### config.mk
export PLATFORM = sky130hd
export DESIGN_NAME = seg7_scan_decoder_flat
export DESIGN_NICKNAME = d
export VERILOG_FILES = /design/src/rtl/seg7_scan_if.sv /design/src/rtl/seg7_scan_decoder.sv /design/src/flat_wrapper.sv
export SDC_FILE = /design/constraint.sdc
export NUM_CORES = 1
export LEC_CHECK = 0
export BUFFER_PORTS_ARGS = -buffer_cell sky130_fd_sc_hd__buf_2
export CORE_UTILIZATION = 33
export DETAILED_ROUTE_END_ITERATION = 10
export PLACE_DENSITY = 0.61
export SYNTH_ARGS = -nofsm -noshare
export SYNTH_HDL_FRONTEND = slang
export SYNTH_SLANG_ARGS = --single-unit
export TNS_END_PERCENT = 20
### constraint.sdc
create_clock -name clk -period 3.1 [get_ports clk]
set_input_delay 0.62 -clock clk [delete_from_list [all_inputs] [get_ports clk]]
set_output_delay 0.62 -clock clk [all_outputs]
set_load 0.01 [all_outputs]
### src/rtl/seg7_scan_if.sv
// Bus between the display scan logic and the 7-segment scan decoder.
// The err_cnt signal exists only when SEG7_ERR_CNT_EN is defined.
interface seg7_scan_if #(
    parameter int DIGITS = 4
);
    logic [DIGITS-1:0]   an_in;
    logic [6:0]          seg_in;
    logic [4*DIGITS-1:0] digits_out;
    logic [DIGITS-1:0]   invalid_out;
    logic                frame_valid;
`ifdef SEG7_ERR_CNT_EN
    logic [7:0]          err_cnt;

    modport master (output an_in, seg_in, input digits_out, invalid_out, frame_valid, err_cnt);
    modport slave  (input an_in, seg_in, output digits_out, invalid_out, frame_valid, err_cnt);
`else
    modport master (output an_in, seg_in, input digits_out, invalid_out, frame_valid);
    modport slave  (input an_in, seg_in, output digits_out, invalid_out, frame_valid);
`endif
endinterface

### src/rtl/seg7_scan_decoder.sv
// Decodes a multiplexed common-anode 7-segment bus back to per-digit BCD and flags frames.
// Optional saturating error counter enabled with SEG7_ERR_CNT_EN.
module seg7_scan_decoder #(
    parameter int DIGITS     = 4,
    parameter int STABLE_CYC = 4
) (
    input  logic        clk,
    input  logic        rst,
    seg7_scan_if.slave  bus
);
    localparam int SW = DIGITS + 7;
    localparam int CW = $clog2(STABLE_CYC + 1);
    localparam int IW = (DIGITS > 1) ? $clog2(DIGITS) : 1;

    typedef struct packed {
        logic [3:0] val;
        logic       bad;
    } dec_t;

    function automatic dec_t decode(input logic [6:0] seg);
        dec_t d;
        d.bad = 1'b0;
        case (seg)
            7'b1000000: d.val = 4'd0;
            7'b1111001: d.val = 4'd1;
            7'b0100100: d.val = 4'd2;
            7'b0110000: d.val = 4'd3;
            7'b0011001: d.val = 4'd4;
            7'b0010010: d.val = 4'd5;
            7'b0000010: d.val = 4'd6;
            7'b1111000: d.val = 4'd7;
            7'b0000000: d.val = 4'd8;
            7'b0010000: d.val = 4'd9;
            7'b1111111: d.val = 4'hF;
            default: begin
                d.val = 4'hE;
                d.bad = 1'b1;
            end
        endcase
        return d;
    endfunction

    logic [SW-1:0]       samp_q;
    logic [CW-1:0]       stab_q;
    logic [DIGITS-1:0]   seen_q;
    logic [4*DIGITS-1:0] digits_q;
    logic [DIGITS-1:0]   invalid_q;
    logic                fv_q;

    logic [SW-1:0]       sample;
    logic                same;
    logic                capture;
    logic [DIGITS-1:0]   an_s;
    int                  low_cnt;
    logic [IW-1:0]       idx;
    logic                one_low;
    logic                multi_low;
    dec_t                dec;
    logic [DIGITS-1:0]   seen_next;

    assign sample = {bus.an_in, bus.seg_in};
    assign same   = (sample == samp_q);
    // The sample taken at this edge is compared against the one held from the last edge,
    // so a pattern first sampled at edge N is captured at edge N+STABLE_CYC.
    assign capture = same && (stab_q == CW'(STABLE_CYC - 1));
    assign an_s    = samp_q[SW-1:7];
    assign dec     = decode(samp_q[6:0]);

    // NOTE: every variable written here gets a default first so no latch is inferred.
    always_comb begin
        low_cnt = 0;
        idx     = '0;
        for (int i = 0; i < DIGITS; i++) begin
            if (!an_s[i]) begin
                low_cnt = low_cnt + 1;
                idx     = IW'(i);
            end
        end
        one_low   = (low_cnt == 1);
        multi_low = (low_cnt > 1);
        seen_next = seen_q | (DIGITS'(1) << idx);
    end

    // NOTE: sequential state uses non-blocking assignments only, so all registers
    // see pre-edge values regardless of statement order.
    always_ff @(posedge clk) begin
        if (rst) begin
            samp_q    <= '1;
            stab_q    <= '0;
            seen_q    <= '0;
            digits_q  <= '1;
            invalid_q <= '0;
            fv_q      <= 1'b0;
        end else begin
            samp_q <= sample;
            fv_q   <= 1'b0;
            if (!same)
                stab_q <= '0;
            else if (stab_q != CW'(STABLE_CYC))
                stab_q <= stab_q + CW'(1);

            // Blanking (all anodes high) and multi-anode errors leave digits and mask alone.
            if (capture && one_low) begin
                digits_q[4*idx +: 4] <= dec.val;
                invalid_q[idx]       <= dec.bad;
                if (&seen_next) begin
                    fv_q   <= 1'b1;
                    seen_q <= '0;
                end else begin
                    seen_q <= seen_next;
                end
            end
        end
    end

    assign bus.digits_out  = digits_q;
    assign bus.invalid_out = invalid_q;
    assign bus.frame_valid = fv_q;

`ifdef SEG7_ERR_CNT_EN
    logic [7:0] err_q;

    always_ff @(posedge clk) begin
        if (rst)
            err_q <= '0;
        else if (capture && (multi_low || (one_low && dec.bad)) && (err_q != 8'hFF))
            err_q <= err_q + 8'd1;
    end

    assign bus.err_cnt = err_q;
`endif
endmodule

### src/flat_wrapper.sv
// flat-port wrapper written by rule: the top's interface ports become plain ports
module seg7_scan_decoder_flat 
#(
    parameter int DIGITS     = 4,
    parameter int STABLE_CYC = 4
)
  (clk, rst, bus_an_in, bus_seg_in, bus_digits_out, bus_invalid_out, bus_frame_valid);
  seg7_scan_if #(.DIGITS(DIGITS)) bus_i ();
  input  logic clk;
  input  logic rst;
  input wire logic [$bits(bus_i.an_in)-1:0] bus_an_in;
  input wire logic [$bits(bus_i.seg_in)-1:0] bus_seg_in;
  output wire logic [$bits(bus_i.digits_out)-1:0] bus_digits_out;
  output wire logic [$bits(bus_i.invalid_out)-1:0] bus_invalid_out;
  output wire logic [$bits(bus_i.frame_valid)-1:0] bus_frame_valid;
  assign bus_i.an_in = bus_an_in;
  assign bus_i.seg_in = bus_seg_in;
  assign bus_digits_out = bus_i.digits_out;
  assign bus_invalid_out = bus_i.invalid_out;
  assign bus_frame_valid = bus_i.frame_valid;
  seg7_scan_decoder #(.DIGITS(DIGITS), .STABLE_CYC(STABLE_CYC)) u_core (.clk(clk), .rst(rst), .bus(bus_i));
endmodule
==> results.json <==
{
  "synth_area_um2": 1980,
  "postSynthCellCount": 205,
  "finalMaxSlewViolations": 0,
  "critical_path_arrival_ns": 2.89,
  "synth.distinct_cells": 44,
  "ys.flop_type": "dfxtp_1",
  "routabilityCongestion": 0.794,
  "nets": 257,
  "htreeDepth": 2,
  "status": "completed",
  "ys_top_cells_by_area": "dfxtp_1 (39%), mux2i_1 (11%), nor2_1 (4.6%)",
  "finalSetupTns_ns": 0,
  "holdWs_ns": 0.461,
  "clock-sinks": 39,
  "period_share_pct": 87.9,
  "skew_ns": 0.0105,
  "die_h_um": 79.4,
  "synth_enable_flop_cells": 0,
  "initialDrtViolationCount": 67,
  "hold_path.class": "reg -> reg",
  "yosysMostFrequentCell": "dfxtp_1",
  "dr.pass1.iters": 4,
  "areaGrowthSynthToFinish_pct": 16.8,
  "drc": 0,
  "max-vdd-ir-drop_uv": 219,
  "totalWireLength_mm": 3.99,
  "grt_pass1_wl_mm": 6.76,
  "clk_latency_ns": 0.30,
  "path_clk_slew_ns": 0.09,
  "nFillCells": 569,
  "port_buffers": 33,
  "start_kind": "flop",
  "required_ns": 3.27,
  "final_antenna_net_count": 0,
  "async_flop_share_pct": 0,
  "initial_core_util_pct": 35.0,
  "cts_made_buffers": 5,
  "drive_gt1_share_pct": 28.9,
  "path_class": "reg -> reg",
  "ys_warn_count": 0,
  "setup_viol": 0,
  "avgSynthCellArea_um2": 9.64,
  "synth_seq_cells": 39,
  "die_w_um": 79.4,
  "overflow": 0,
  "synth_top_area_share_pct": 39.5,
  "routed_via_density": 4.77,
  "ys_top_cells_by_count": "dfxtp_1 (39), nor2_1 (24), mux2i_1 (21), nand2_1 (14), or2_2 (12)",
  "grt_antenna_before_repair": 0,
  "yosysSeqAreaShare_pct": 39.5,
  "fp.coreArea_um2": 5640,
  "power.leakage_nw": 0.876,
  "hold_viol": 0,
  "postCtsSetupBuffers": 0,
  "maxSlewHeadroom_pct": 63.3,
  "max_freq_ghz": 0.367,
  "worst_pin_slew_ns": 0.550,
  "cellPowerDensity_nw_per_um2": 452,
  "dieArea_um2": 6300,
  "dp_hpwl_mm": 2.90,
  "grt_util_all_layers_pct": 14.0,
  "vias": 1485,
  "io_pins": 34,
  "cts_root_buffer": "clkbuf_8",
  "cts_resized": 0,
  "grt_pass1_vias": 1409,
  "diodes": 0,
  "rsz0062_at_grt": "false",
  "maxCapViolCount": 0,
  "reg2reg_setup_slack_ns": 0.38,
  "crit_fanout": 6,
  "cts_tree": "yes",
  "cts_hold_buf": 0,
  "routedWlPerCell_um": 12.8,
  "synth_top_cell_by_area": "dfxtp_1",
  "syn_nets": 224,
  "grt_max_degree": 34,
  "cp-end-kind": "flop",
  "period_needed_ns": 2.72,
  "cts_buffer_depth": 2,
  "row_count": 27
}
## worst paths after layout
check	start	to	cells past startpoint
max	u_core.samp_q[8]	u_core.bus.invalid_out[3]	9
min	u_core.bus.invalid_out[0]	u_core.bus.invalid_out[0]	2
max reg2reg	u_core.samp_q[8]	u_core.bus.invalid_out[3]	9
min reg2reg	u_core.bus.invalid_out[0]	u_core.bus.invalid_out[0]	2
## state kept, by name (all words and copies together), names as in the netlist
signal,count
u_core.samp_q,11
u_core.bus.invalid_out,4
u_core.bus.digits_out,16
u_core.seen_q,4
u_core.bus.frame_valid,1
u_core.stab_q,3
## cell families (layout without fill, tap and decap cells)
| family | count (synthesis) | after routing | share of synthesized area [%] |
|---|---|---|---|
| xor gates and xnor gates | 16 | 16 | 7.47 |
| DFF | 39 | 39 | 39.5 |
| AOI/OAI and AO/OA | 22 | 22 | 8.73 |
| muxes | 21 | 21 | 10.6 |
| adders and majority gates | 6 | 6 | 3.80 |
| and+or+nand+nor | 81 | 81 | 24.9 |
| buffers and inverters | 20 | 54 | 5.00 |
## layout make-up
type                    instances  area, µm²  share of cell area (%)
multi-input cells             146       1100                    47.5
flip-flops and latches         39        781                    33.8
repair buffers                 37        195                    8.45
well taps                      72       90.1                    3.90
clock buffers                   5       68.8                    2.98
clock inverters                 3       43.8                    1.90
inverters                       9       33.8                    1.46
## placed cells by master, fill, tap and decap left out, drive strengths merged, types with 4 or more instances in the layout
| cell | Yosys | final |
|---|---|---|
| or3 | 4 | 4 |
| nand3 | 4 | 4 |
| nor4 | 4 | 4 |
| buf | 4 | 37 |
| xnor2 | 5 | 5 |
| nor2 | 24 | 24 |
| nand2 | 14 | 14 |
| ha | 6 | 6 |
| or2 | 12 | 12 |
| dfxtp | 39 | 39 |
| nor3 | 6 | 6 |
| mux2i | 21 | 21 |
| clkbuf | 7 | 5 |
| xor2 | 11 | 11 |
| inv | 9 | 9 |
## power by group
part           leakage (nW)  switching (mW)  internal [mW]
Combinational         0.500          0.0484         0.0369
Clock                0.0581           0.193          0.240
Sequential            0.318          0.0171          0.508
## routing by layer
| layer | share of wire (%) | vias to the layer above | track usage (%) |
|---|---|---|---|
| li1 | - | 778 | - |
| met2 | 47 | 19 | 22.0 |
| met5 | 0 | - | 0 |
| met3 | 2.9 | 7 | 2.86 |
| met1 | 48 | 681 | 18.6 |
| met4 | 1.9 | 0 | 6.00 |
## worst max-delay path, stage by stage (launching register included)
cell and delay [ns]:
dfxtp_1 0.48, inv_1 0.07, ha_1 0.33, xnor2_1 0.15, ha_1 0.31, or3_1 0.30, o211ai_1 0.13, nand3_2 0.11
or4_4 0.56, mux2i_1 0.15
## through the flow
stage | power, mW | std cells | setup WS, ns | area, µm² | utilization [%]
final | 1.04 | 311 | 0.376 | 2310 | 40.9
after detailed placement | 0.623 | 303 | 0.386 | 2200 | 38.9
after global routing | 1.09 | 311 | 0.231 | 2310 | 40.9
after CTS | 1.06 | 311 | 0.373 | 2310 | 40.9
after global placement | 0.623 | 303 | 0.425 | 2200 | 38.9
after floorplan | 0.602 | 205 | 0.373 | 1980 | -
Note: power is estimated with default switching activity, not from simulation.
